==> src/rtl/core_cfu_pkg.sv <==
// Shared encodings for the execute-stage control flow unit: result ops, trap causes,
// one-hot cfu_op bit positions and FSM states.
package core_cfu_pkg;

    localparam logic [2:0] CFU_OP_NOP    = 3'd0;
    localparam logic [2:0] CFU_OP_TAKEN  = 3'd1;
    localparam logic [2:0] CFU_OP_IGNORE = 3'd2;
    localparam logic [2:0] CFU_OP_TRAP   = 3'd3;
    localparam logic [2:0] CFU_OP_MRET   = 3'd4;
    localparam logic [2:0] CFU_OP_WFI    = 3'd5;

    localparam logic [6:0] TRAP_IALIGN  = 7'd0;
    localparam logic [6:0] TRAP_IACCESS = 7'd1;
    localparam logic [6:0] TRAP_BREAKPT = 7'd3;
    localparam logic [6:0] TRAP_ECALLM  = 7'd11;

    localparam int OP_BEQ   = 0;
    localparam int OP_BNE   = 1;
    localparam int OP_BLT   = 2;
    localparam int OP_BGE   = 3;
    localparam int OP_BLTU  = 4;
    localparam int OP_BGEU  = 5;
    localparam int OP_J     = 6;
    localparam int OP_JAL   = 7;
    localparam int OP_JALR  = 8;
    localparam int OP_EBRK  = 9;
    localparam int OP_ECALL = 10;
    localparam int OP_MRET  = 11;
    localparam int OP_WFI   = 12;
    localparam int OP_CNT   = 13;

    typedef enum logic [1:0] {
        ST_IDLE     = 2'd0,
        ST_REQ      = 2'd1,
        ST_DONE     = 2'd2,
        ST_WFI_WAIT = 2'd3
    } cfu_state_e;

endpackage

==> src/rtl/core_cfu_target.sv <==
// Combinational branch/jump target with alignment and physical-range checks; zero latency,
// no flow control.
module core_cfu_target #(
    parameter int XLEN    = 64,
    parameter int PADDR_W = 39,
    parameter int IALIGN  = 16
) (
    input  logic            is_jalr,
    input  logic [XLEN-1:0] pc,
    input  logic [XLEN-1:0] rs1,
    input  logic [XLEN-1:0] offset,
    output logic [XLEN-1:0] target,
    output logic            misaligned,
    output logic            non_existent
);

    logic [XLEN-1:0] base;
    logic [XLEN-1:0] sum;

    assign base   = is_jalr ? rs1 : pc;
    assign sum    = base + offset;
    // jalr always clears bit 0 of the computed address
    assign target = {sum[XLEN-1:1], sum[0] & ~is_jalr};

    if (IALIGN == 32) begin : g_align32
        assign misaligned = |target[1:0];
    end else begin : g_align16
        assign misaligned = target[0];
    end

    if (PADDR_W < XLEN) begin : g_paddr_chk
        assign non_existent = |target[XLEN-1:PADDR_W];
    end else begin : g_paddr_full
        assign non_existent = 1'b0;
    end

endmodule

==> src/rtl/core_pipe_exec_cfu_v2.sv <==
// Execute-stage control flow unit: resolves branches/jumps/traps and owns the fetch redirect handshake
// (cf_valid held with a stable target until cf_ack). Optional branch prediction via CORE_CFU_BPRED_EN.
module core_pipe_exec_cfu_v2
    import core_cfu_pkg::*;
#(
    parameter int XLEN     = 64,
    parameter int PADDR_W  = 39,
    parameter int IALIGN   = 16,
    parameter int CFU_OP_W = 3
) (
    input  logic                g_clk,
    input  logic                g_reset,
    input  logic                new_instr,
    input  logic                valid,
    input  logic                irq_pending,
    input  logic                cmp_eq,
    input  logic                cmp_lt,
    input  logic                cmp_ltu,
    input  logic [XLEN-1:0]     pc,
    input  logic [XLEN-1:0]     npc,
    input  logic [XLEN-1:0]     rs1,
    input  logic [XLEN-1:0]     offset,
    input  logic [OP_CNT-1:0]   cfu_op,
    output logic                cf_valid,
    input  logic                cf_ack,
    output logic [XLEN-1:0]     cf_target,
    output logic [XLEN-1:0]     new_pc,
    output logic [CFU_OP_W-1:0] new_op,
    output logic                rd_wen,
    output logic [XLEN-1:0]     rd_wdata,
    output logic                trap_raise,
    output logic [6:0]          trap_cause,
    output logic                finished
`ifdef CORE_CFU_BPRED_EN
    ,
    input  logic                pred_taken,
    input  logic [XLEN-1:0]     pred_target,
    output logic                mispredict
`endif
);

    logic [XLEN-1:0] target;
    logic            misaligned;
    logic            non_existent;

    core_cfu_target #(
        .XLEN    (XLEN),
        .PADDR_W (PADDR_W),
        .IALIGN  (IALIGN)
    ) u_target (
        .is_jalr      (cfu_op[OP_JALR]),
        .pc           (pc),
        .rs1          (rs1),
        .offset       (offset),
        .target       (target),
        .misaligned   (misaligned),
        .non_existent (non_existent)
    );

    logic            is_cond;
    logic            cond_taken;
    logic            is_jump;
    logic            eligible;
    logic            addr_trap;
    logic            taken;
    logic            trap;
    logic            wfi_op;
    logic            req;
    logic [XLEN-1:0] req_target;

    cfu_state_e      state_q;
    cfu_state_e      state_d;
    logic [XLEN-1:0] tgt_q;

    assign is_cond    = |cfu_op[OP_BGEU:OP_BEQ];
    assign cond_taken = (cfu_op[OP_BEQ]  &  cmp_eq)  | (cfu_op[OP_BNE]  & ~cmp_eq)
                      | (cfu_op[OP_BLT]  &  cmp_lt)  | (cfu_op[OP_BGE]  & ~cmp_lt)
                      | (cfu_op[OP_BLTU] &  cmp_ltu) | (cfu_op[OP_BGEU] & ~cmp_ltu);
    assign is_jump    = cfu_op[OP_J] | cfu_op[OP_JAL] | cfu_op[OP_JALR];
    assign eligible   = is_jump | cond_taken;
    assign addr_trap  = eligible & (misaligned | non_existent);
    assign taken      = eligible & ~addr_trap;
    assign trap       = valid & (cfu_op[OP_EBRK] | cfu_op[OP_ECALL] | addr_trap);
    assign wfi_op     = valid & cfu_op[OP_WFI] & ~trap;

    assign trap_raise = ~g_reset & trap;
    assign rd_wen     = ~g_reset & valid & ~trap & (cfu_op[OP_JAL] | cfu_op[OP_JALR]);
    assign rd_wdata   = npc;
    assign new_pc     = taken ? target : npc;

`ifdef CORE_CFU_BPRED_EN
    // Only a wrong prediction redirects fetch; a predicted-taken fall-through goes back to npc.
    assign mispredict = valid & ~trap & (is_cond | is_jump)
                      & ((taken != pred_taken) | (taken & (target != pred_target)));
    assign req        = mispredict;
    assign req_target = taken ? target : npc;
`else
    assign req        = valid & ~trap & taken;
    assign req_target = target;
`endif

    always_comb begin
        trap_cause = TRAP_IALIGN;
        if (addr_trap && non_existent) begin
            trap_cause = TRAP_IACCESS;
        end else if (cfu_op[OP_ECALL]) begin
            trap_cause = TRAP_ECALLM;
        end else if (cfu_op[OP_EBRK]) begin
            trap_cause = TRAP_BREAKPT;
        end
    end

    always_comb begin
        new_op = CFU_OP_W'(CFU_OP_NOP);
        if (trap) begin
            new_op = CFU_OP_W'(CFU_OP_TRAP);
        end else if (cfu_op[OP_MRET]) begin
            new_op = CFU_OP_W'(CFU_OP_MRET);
        end else if (cfu_op[OP_WFI]) begin
            new_op = CFU_OP_W'(CFU_OP_WFI);
        end else if (taken) begin
            new_op = CFU_OP_W'(CFU_OP_TAKEN);
        end else if (is_cond) begin
            new_op = CFU_OP_W'(CFU_OP_IGNORE);
        end
    end

    always_ff @(posedge g_clk) begin
        if (g_reset) begin
            state_q <= ST_IDLE;
            tgt_q   <= '0;
        end else begin
            state_q <= state_d;
            if (state_q == ST_IDLE && req) begin
                tgt_q <= req_target;
            end
        end
    end

    always_comb begin
        state_d = state_q;
        case (state_q)
            ST_IDLE: begin
                if (req) begin
                    state_d = cf_ack ? ST_DONE : ST_REQ;
                end else if (wfi_op) begin
                    state_d = irq_pending ? ST_DONE : ST_WFI_WAIT;
                end
            end
            ST_REQ:      if (cf_ack)      state_d = ST_DONE;
            ST_WFI_WAIT: if (irq_pending) state_d = ST_DONE;
            ST_DONE:     state_d = ST_DONE;
            default:     state_d = ST_IDLE;
        endcase
        // A new instruction always restarts the unit, aborting any pending request.
        if (new_instr) begin
            state_d = ST_IDLE;
        end
    end

    always_comb begin
        cf_valid  = 1'b0;
        cf_target = tgt_q;
        finished  = 1'b0;
        if (!g_reset) begin
            case (state_q)
                ST_IDLE: begin
                    cf_valid  = req;
                    cf_target = req_target;
                    if (req) begin
                        finished = cf_ack;
                    end else if (wfi_op) begin
                        finished = irq_pending;
                    end else begin
                        finished = valid;
                    end
                end
                ST_REQ: begin
                    cf_valid = ~trap;
                    finished = trap | cf_ack;
                end
                ST_DONE: finished = 1'b1;
                default: finished = 1'b0;
            endcase
        end
    end

endmodule

==> config.mk <==
export PLATFORM = sky130hd
export DESIGN_NAME = core_pipe_exec_cfu_v2
export DESIGN_NICKNAME = d
export VERILOG_FILES = /design/src/rtl/core_cfu_pkg.sv /design/src/rtl/core_cfu_target.sv /design/src/rtl/core_pipe_exec_cfu_v2.sv
export SDC_FILE = /design/constraint.sdc
export NUM_CORES = 1
export LEC_CHECK = 0
export BUFFER_PORTS_ARGS = -buffer_cell sky130_fd_sc_hd__buf_2
export CORE_ASPECT_RATIO = 0.6
export CORE_MARGIN = 4
export CORE_UTILIZATION = 36
export DETAILED_ROUTE_END_ITERATION = 16
export MAX_ROUTING_LAYER = met4
export PLACE_DENSITY = 0.67
export RECOVER_POWER = 25
export SLEW_MARGIN = 10
export SYNTH_ARGS = -nofsm -noshare
export SYNTH_HDL_FRONTEND = slang
export SYNTH_SLANG_ARGS = --single-unit
==> constraint.sdc <==
create_clock -name g_clk -period 5.6 [get_ports g_clk]
set_input_delay 0.56 -clock g_clk [delete_from_list [all_inputs] [get_ports g_clk]]
set_output_delay 0.56 -clock g_clk [all_outputs]
set_load 0.05 [all_outputs]
== After elaboration in Yosys (flattened, before gate mapping) ==
Index checks and enable logic that the tools add are counted.

* Register bits after elaboration: 66
* Bits of input ports: 278
* Output and inout bits: 206
* Logic and storage cells: 79

* Add/sub/neg operators: 1
* Equal/unequal tests: 6
* Mux-type cells: 25
* Bitwise operators: 38
* Reduce and logical (&&, ||, !) cells: 7

{| class="wikitable"
|+ Operators by type and width
! cell !! number
|-
| 64-bit 2-to-1 mux || 4
|-
| 64-bit adder || 1
|-
| 25-bit OR reduction || 1
|-
| 1-bit bitwise AND || 18
|-
| 2-bit 2-to-1 mux || 8
|-
| 1-bit OR || 13
|-
| 3-bit 2-to-1 mux || 3
|-
| 4-bit 2-to-1 mux || 2
|-
| 2-bit one-hot mux with 4 select lines || 1
|-
| 1-bit NOT || 7
|-
| 6-bit OR reduction || 1
|-
| 1-bit 2-to-1 mux || 5
|-
| 2-bit == test (second input constant) || 2
|-
| 2-bit inequality test (second input constant) || 2
|-
| 3-bit inequality test (second input constant) || 1
|-
| 1-bit one-hot mux with 3 select lines || 1
|-
| 3-bit AND reduction || 1
|-
| 2-bit by 1-bit == test with 1-bit output (second input constant) || 1
|-
| 1-bit logical AND || 2
|-
| 2-bit zero test || 1
|-
| 1-bit one-hot mux with 2 select lines || 1
|-
| 2-bit OR reduction || 1
|}

== Longest topological paths before layout ==
Gate-level depths: netlist (run 1).

* Depth in word-level cells: 17
* Depth in mapped cells: 20
* Mapped depth without buffers: 14

== Cells and area by module ==
From an unflattened synthesis (run 1), not the netlist that was laid out.

* Cells, all modules: 1288
* Area, all modules: 9824.4 sq um

{| class="wikitable"
|+ Modules (own cells, without submodules)
! module !! instances !! cells an instance !! area each (sq um) !! seq. area each (sq um)
|-
| core_cfu_target || 1 || 741 || 5141.2 || 0.0
|-
| core_pipe_exec_cfu_v2 || 1 || 547 || 4683.2 || 1321.3
|}

== Worst setup path after synthesis (run 1) ==
OpenSTA, ideal clock, no wires.

* Path type: in2out
* Start point: in cfu_op[8]
* End point: out cf_valid
* Arrival: 5.969 ns
* Required time: 5.040 ns
* Path slack: -0.929 ns
* Stages: 18
* Path buffers: 5
* Cell sequence: clkbuf_1 > clkbuf_1 > mux2_2 > ha_1 > buf_2 > nand4_1 > or4_1 > nor4_1 > o21ai_1 > and3_1 > xnor2_1 > nor4_1 > nand4_2 > nor4b_1 > buf_2 > buf_2 > a21oi_1 > nor4_1

* Word-level cells in the longest chain between the ends: 12
* Elaborated cells on any way between the ends: 18
* Those cells by class: add/sub: 1; mux: 3; bitwise: 13; reduce/logical: 1

{| class="wikitable"
|+ Ends and longest elaborated chain
! item !! RTL line !! RTL
|-
| start, declared || core_pipe_exec_cfu_v2.sv:23 || <nowiki>input logic [OP_CNT-1:0] cfu_op,</nowiki>
|-
| 64-bit 2-to-1 mux || core_cfu_target.sv:20 || <nowiki>assign base = is_jalr ? rs1 : pc;</nowiki>
|-
| 64-bit adder || core_cfu_target.sv:21 || <nowiki>assign sum = base + offset;</nowiki>
|-
| 25-bit OR reduction or 1-bit bitwise AND (tied branches) || core_cfu_target.sv:32, core_cfu_target.sv:23 ||
|-
| 1-bit OR || core_pipe_exec_cfu_v2.sv:81 || <nowiki>assign addr_trap = eligible & (misaligned | non_existent);</nowiki>
|-
| 1-bit bitwise AND || core_pipe_exec_cfu_v2.sv:81 ||
|-
| 1-bit OR || core_pipe_exec_cfu_v2.sv:83 || <nowiki>assign trap = valid & (cfu_op[OP_EBRK] | cfu_op[OP_ECALL] | addr_trap);</nowiki>
|-
| 1-bit bitwise AND || core_pipe_exec_cfu_v2.sv:83 ||
|-
| 1-bit NOT || core_pipe_exec_cfu_v2.sv:98, core_pipe_exec_cfu_v2.sv:179 ||
|-
| 1-bit bitwise AND (2 in series) || core_pipe_exec_cfu_v2.sv:98 || <nowiki>assign req = valid & ~trap & taken;</nowiki>
|-
| 1-bit one-hot mux with 2 select lines (*) || core_pipe_exec_cfu_v2.sv:166 || <nowiki>case (state_q)</nowiki>
|-
| 1-bit 2-to-1 mux (*) || core_pipe_exec_cfu_v2.sv:165 || <nowiki>if (!g_reset) begin</nowiki>
|-
| end, declared || core_pipe_exec_cfu_v2.sv:24 || <nowiki>output logic cf_valid,</nowiki>
|}

Every way passes the cells marked *; elsewhere a longest branch is shown, timed or not.

== Worst setup path in the final report (run 1) ==
* Start point: in cfu_op[8]
* End point: out new_pc[14]

* Word-level cells in the longest chain between the ends: 8
* Elaborated cells on any way between the ends: 12
* Those cells by class: add/sub: 1; mux: 2; bitwise: 8; reduce/logical: 1

{| class="wikitable"
|+ Ends and longest elaborated chain
! item !! RTL line !! RTL
|-
| 64-bit 2-to-1 mux || core_cfu_target.sv:20 ||
|-
| 64-bit adder || core_cfu_target.sv:21 ||
|-
| 25-bit OR reduction or 1-bit bitwise AND (tied branches) || core_cfu_target.sv:32, core_cfu_target.sv:23 ||
|-
| 1-bit OR || core_pipe_exec_cfu_v2.sv:81 ||
|-
| 1-bit bitwise AND || core_pipe_exec_cfu_v2.sv:81 ||
|-
| 1-bit NOT || core_pipe_exec_cfu_v2.sv:82 || <nowiki>assign taken = eligible & ~addr_trap;</nowiki>
|-
| 1-bit bitwise AND || core_pipe_exec_cfu_v2.sv:82 ||
|-
| 64-bit 2-to-1 mux (*) || core_pipe_exec_cfu_v2.sv:89 || <nowiki>assign new_pc = taken ? target : npc;</nowiki>
|-
| end, declared || core_pipe_exec_cfu_v2.sv:27 || <nowiki>output logic [XLEN-1:0] new_pc,</nowiki>
|}

Marks and branches as above.

==> results.md, run 1 <==
* Slowest CP cell: o211ai_1
* Largest net degree at the start of global routing at 73
* Core area at approximately 28000 um2
* Congestion Overflow GR at 0
* Primary FF master, synth: dfxtp_1
* DRT Pass-1 Iters at 5
* Post-layout min period at 5.626 ns
* Clock slew at reported path FFs at ~0.060 ns
* Worst Skew at approximately 0.0033 ns
* Clock buffer depth at 2
* Pwr/cell area at approximately 220 nW/um2
* Routability congestion estimate at 1.001
* Cells after synthesis at about 1500
* Starting Density at between 30% and 40%
* Hpwl dp at between 40 and 50 mm
* Fin util at 60.83%
* Register bit count reported by yosys at 66
* Hold Path Origin: tgt_q[42]
* Final setup viols at 5
* Slew Viols, Final at 0
* Via density at 5.522
* Placed instance area at ~15000 um2
* Failing checks: negative setup slack
* Crit path kind: in2out
* Crit path largest cell delay at 0.42 ns
* Nets at ~2600
* Distinct cells, synth at 80
* Num ports at 484
* Most used cell, CP: buf_4
* Number of global-route vias before repair at between 10000 and 15000
* Ys Warns at 0
* Layout cells sized above 1 at a little under half
* Antenna violations before repair at 3
* CTS Root Cell: clkbuf_16
* FP Rows at 47
* Req. time, crit path at approximately 5 ns
* Unrepaired setup endpoints after global routing: true
* DIE AREA at 31090 um2
* CP Capture Type: output port
* Mapped Area at 10170 um2
* Die H at 138.2 um
* Worst r2r src: state_q[1]
* # port buffers at between 400 and 500
* Synth Area per Inst at roughly 6.6 um2
* Fin area at between 15000 and 20000 um2
* Hold slack at 0.4602 ns
* Max rail drop VDD at 0.1799 mV
* Global-route wire length before repair at 81.07 mm
* DRC errors left at 0
* Power after layout at 3.650 mW
* Status: finished, violations left
* Max Cap Violations at 0
* Fillcell total at approximately 2600
* Crit-path max FO at 7
* CTS tree: done
* Final period util at 100.5%
* Routed vias at ~14000
* Layout area overhead at 65.64%
* Placement Setup Slack at -0.4707 ns
* Critical Path Start: cfu_op[8]
* Maximum clock rate at around 180 MHz
* DRT iter0 DRCs at ~1500
* Inserted Clock Buffers at 9
* Worst-margin pin slew at just over 0.9 ns
* Drt total wl at roughly 58 mm
* Die X-Extent at roughly 220 um
* Ys async rst share at 0%
* Wire per inst at between 20 and 25 um
* Crit path cell chain: clkbuf_16, buf_12, buf_4, mux2_2, ha_2, nand4_1, or3_4, nor2_1, a311oi_2, buf_4, o211ai_1, o21ai_1, a21oi_2, nand4_2, buf_4, nor4b_4, buf_6, buf_12, clkbuf_16, nand2_1, nand2_1, buf_6
* Worst hold path class: reg2reg
* Worst EP arrival at about 5.1 ns
* Hold Vio Cnt, Final at 0
* All-layer global routing usage at between 30% and 40%
* Leak pwr at 7.923 nW
* Remaining antenna violation count after routing at 0
* Clock Latency Late Sink at roughly 0.36 ns
* Seq/Total Area, Yosys at between 10% and 20%
* EDFF count, synth at 0
* Setup WS post-layout at -0.02646 ns
* CP startpoint kind: primary input
* Relative slew margins at 38.56%
* # H-tree levels at 3
* Clk sink count at 66
## through the flow
step,cells,TNS (ns)
2_1_floorplan,1540,-0.04614
3_3_place_gp,2572,-30.69
3_5_place_dp,2572,-35.24
4_1_cts,2593,-0.009115
5_1_grt,2622,-2.657
6_report,2622,-0.06563
## cells in the final DEF, fill, tap and decap left out, types with 17 or more instances in the layout
master	count
buf_2	374
buf_4	361
nand2_1	355
a21oi_1	106
o21ai_0	82
nor2_1	70
dfxtp_1	66
mux2_2	63
nand3_1	62
and2_1	59
clkbuf_1	59
nand4_1	39
buf_6	39
ha_1	38
a21oi_2	29
xnor2_1	29
o21ai_1	23
o21a_1	19
nand2_2	17
a21o_1	17
xor2_1	17
ha_4	17
## synthesized netlist by cell type (4+ instances only)
library cell | n | area (um2)
nor2b_1 | 6 | 37.54
and3_1 | 6 | 37.54
clkbuf_1 | 52 | 195.2
mux2i_1 | 8 | 80.08
o211ai_1 | 12 | 90.09
a211oi_1 | 15 | 112.6
o21a_1 | 21 | 157.7
inv_1 | 9 | 33.78
nand4_1 | 39 | 244.0
nand3_1 | 62 | 310.3
a31oi_1 | 13 | 81.33
buf_1 | 6 | 22.52
ha_1 | 63 | 788.3
o22ai_1 | 4 | 25.02
o31ai_1 | 6 | 45.04
buf_4 | 68 | 510.5
nor4_1 | 6 | 37.54
buf_6 | 4 | 45.04
o21ai_1 | 24 | 120.1
or4_1 | 5 | 37.54
nand2_1 | 376 | 1411
nor3_1 | 17 | 85.08
buf_2 | 36 | 180.2
a21oi_1 | 126 | 630.6
o221ai_1 | 6 | 52.55
o21ai_0 | 94 | 470.5
and4_1 | 13 | 113.9
nor2_1 | 85 | 319.1
or2_2 | 5 | 31.28
a221oi_2 | 4 | 60.06
a311oi_1 | 4 | 35.03
xor2_1 | 18 | 157.7
and2_1 | 59 | 369.1
dfxtp_1 | 66 | 1321
nand2b_1 | 5 | 31.28
mux2_2 | 64 | 720.7
a21o_1 | 17 | 127.6
xnor2_1 | 31 | 271.5
or3_1 | 11 | 68.82
a21boi_0 | 4 | 30.03
a21oi_2 | 10 | 87.58
o21bai_1 | 8 | 60.06
## layer usage
layer / track usage (%) / routed length (um) / vias to the layer above
li1: - / - / 6823
met1: 49.60 / 26630 / 6859
met2: 48.40 / 23900 / 739
met3: 9.280 / 6242 / 57
met4: 6.347 / 884 / 0
met5: - / 0 / -
## sequential cells by signal (all words and copies together) (netlist names)
name	count
tgt_q	64
state_q	2
## power by group
group          internal, mW  switching (mW)  total [mW]
clock                 0.446           0.236       0.682
sequential            0.470       0.0000189       0.470
combinational         0.927            1.57        2.50
total                  1.84            1.81        3.65
## repair_timing
action                                  CTS  global route
hold buffers                              0             0
gates resized for setup                  88           203
endpoints found under the setup margin   74            72
cloned                                    2             9
pin swaps                                12            55
buffers inserted                          4            18
## worst paths after layout
path | slack (ns) | cells past startpoint | endpoint
worst max-delay path | -0.03 | 22 | new_pc[14]
worst min-delay path | 0.46 | 1 | tgt_q[42]
worst max register to register | 3.36 | 5 | tgt_q[50]
worst min register to register | 0.46 | 1 | tgt_q[42]
## cells by family after synthesis
group,Yosys count,synth area share (%)
and+or+nand+nor,704,31.73
AOI/OAI and AO/OA,405,25.35
buffers and inverters,175,9.706
muxes,73,8.021
DFF,66,12.99
adders and majority gates,64,7.947
xor gates and xnor gates,49,4.219
other,1,0.03687
## final cells by class
| cell class | count | area [um2] | share of cell area [%] |
|---|---|---|---|
| clock buffers | 11 | 242.7 | 1.441 |
| inverters | 9 | 33.78 | 0.2005 |
| repair buffers | 863 | 5874 | 34.87 |
| multi-input cells | 1299 | 8810 | 52.29 |
| well taps | 367 | 459.2 | 2.726 |
| clock inverters | 4 | 98.84 | 0.5867 |
| flip-flops and latches | 66 | 1321 | 7.843 |
| diodes | 3 | 7.507 | 0.04456 |
## worst max-delay path: cells and delay by family
kind            cells  cell delay (ns)
compound gates      4             0.96
fa+ha+maj           1             0.40
buf+inv             9             1.42
mux                 1             0.32
simple gates        7             1.40
Note: power is estimated with default switching activity, not from simulation.
==> run 2, diff against run 1 <==
--- a/config.mk
+++ b/config.mk
@@ -13,6 +13,7 @@
 export MAX_ROUTING_LAYER = met4
 export PLACE_DENSITY = 0.67
 export RECOVER_POWER = 25
+export REMOVE_ABC_BUFFERS = 1
 export SLEW_MARGIN = 10
 export SYNTH_ARGS = -nofsm -noshare
 export SYNTH_HDL_FRONTEND = slang
==> results.md, run 2 (synthesis gave the netlist of run 1 again) <==
* Status: finished, violations left
* Failing checks: negative setup slack
* Num ports at around 480
* Combinational share of power at 68.1%
* Most flop-heavy register: tgt_q
* CTS Root Cell: clkbuf_16
* Clock power frac at a little under a fifth
* Maximum clock rate at 175.4 MHz
* Die H at 138.2 um
* Sw frac at between 50% and 60%
* Nets at about 2600
* Crit path cell chain: buf_12, buf_12, buf_8, mux2_2, ha_1, buf_6, nand2_1, buf_4, nor2_1, o21ai_1, o21ai_1, buf_4, o31ai_1, xnor2_1, a221oi_4, nand4_4, or4b_4, buf_6, buf_16, nand2_2, nand2_2, buf_12
* Crit path buf inv count at 9
* Hold slack at 0.4620 ns
* DRT iter0 DRCs at approximately 1400
* Placed cell count at roughly 2500
* Hpwl dp at between 40 and 50 mm
* Clock buffer depth at 2
* Via density at 5.634
* Pwr/cell area at ~220 nW/um2
* Drt total wl at approximately 58 mm
* Inserted Clock Buffers at 9
* Worst hold path class: reg2reg
* Wire per inst at approximately 23 um
* Starting Density at a little under two fifths
* Worst path top cell family by delay: simple AND/OR/NAND/NOR gates
* DRC errors left at 0
* Post-layout min period at between 5 and 6 ns
* Routed vias at 14580
* CTS tree: done
* Remaining antenna violation count after routing at 0
* Final setup viols at between 40 and 50
* Congestion Overflow GR at 0
* Global-route wire length before repair at approximately 83 mm
* Worst EP arrival at approximately 5.1 ns
* Sw power at between 1.5 and 2 mW
* All-layer global routing usage at a little over a third
* Post-Layout Cell Count at ~2600
* Worst-margin pin slew at between 1 and 1.5 ns
* Crit path kind: in2out
* Sequential Power Share at 13.2%
* Most frequent cells in the layout: buf_2, nand2_1, buf_4, a21oi_1, o21ai_0
* Layout cells sized above 1 at 47.05%
* Placement Setup Slack at -0.4753 ns
* Leak pwr at around 7.8 nW
* Most used cell, CP: buf_12
* Top flop regs: tgt_q x64, state_q x2
* DRT Pass-1 Iters at 6
* Antenna violations before repair at 2
* Power after layout at 3.567 mW
* Req. time, crit path at ~5.0 ns
* Crit-path max FO at 9
* Setup WS post-layout at -0.1008 ns
* CP Capture Type: output port
* Max rail drop VDD at around 0.16 mV
* CP startpoint kind: primary input
* FF-to-FF setup slack at 3.38 ns
* Die X-Extent at around 220 um
* Clk sink count at 66
* Largest net degree at the start of global routing at 54
* Core area at ~28000 um2
* Clock slew at reported path FFs at ~0.05 ns
* Relative slew margins at 27.86%
* Slew Viols, Final at 0
* Layout area overhead at 62.78%
* Clock Latency Late Sink at between 0.3 and 0.4 ns
* Crit path largest cell delay at 0.67 ns
* Most common cell after layout, fill and taps aside: buf_2
* Worst Skew at between 0.009 and 0.01 ns
* Number of global-route vias before repair at around 14000
* Routability congestion estimate at approximately 1.1
* DIE AREA at between 30000 and 40000 um2
* # port buffers at 479
* Fin util at 59.77%
* Int Pwr at between 1.5 and 2 mW
* Largest register FFs at 64
* Slowest CP cell: or4b_4
* Max Cap Violations at 0
* Unrepaired setup endpoints after global routing: true
* FP Rows at 47
* Final period util at 101.8%
* Hold Vio Cnt, Final at 0
* # H-tree levels at 3
==> run 2: final timing paths <==
| kind | cells after the start | endpoint | startpoint |
|---|---|---|---|
| hold reg to reg | 1 | tgt_q[49] | tgt_q[49] |
| setup / recovery | 22 | new_pc[33] | cfu_op[8] |
| setup reg to reg | 5 | tgt_q[55] | state_q[0] |
| hold / removal | 1 | tgt_q[49] | tgt_q[49] |
==> run 2: cell type report <==
type / count / area (um2)
repair buffers: 830 / 5667
fillers: 2683 / 11140
inverters: 9 / 33.78
clock buffers: 10 / 239.0
multi-input cells: 1299 / 8745
well taps: 367 / 459.2
clock inverters: 5 / 86.33
flip-flops and latches: 66 / 1321
diodes: 2 / 5.005
==> run 2: repair_timing <==
| action | in CTS | in global routing |
|---|---|---|
| hold buffers | 0 | 0 |
| gates cloned | 5 | 3 |
| resized for setup | 221 | 108 |
| setup endpoints to repair | 74 | 80 |
| pin swaps | 42 | 26 |
| setup buffers | 19 | 5 |
==> run 2: metrics by stage <==
step / TNS [ns] / area [um2]
5_1_grt: -8.712 / 16560
4_1_cts: -0.09091 / 16120
2_1_floorplan: -539.01 / 9229
6_report: -2.388 / 16560
3_5_place_dp: -33.75 / 14620
3_3_place_gp: -34.52 / 14620
==> run 2: power by group through the flow <==
stage                     Clock [mW]  Sequential [mW]  Combinational, mW
after floorplan                    0            0.480               1.12
after global placement             0            0.480               2.17
after detailed placement           0            0.480               2.17
after CTS                      0.671            0.469               2.32
after global routing           0.686            0.469               2.55
final                          0.667            0.469               2.43
==> run 2: metal layers <==
| metal | global-route usage [%] | wire (um) |
|---|---|---|
| met1 | 51.09 | 26190 |
| met4 | 7.442 | 1028 |
| met2 | 47.78 | 23380 |
| met3 | 12.33 | 7855 |
| met5 | - | 0 |
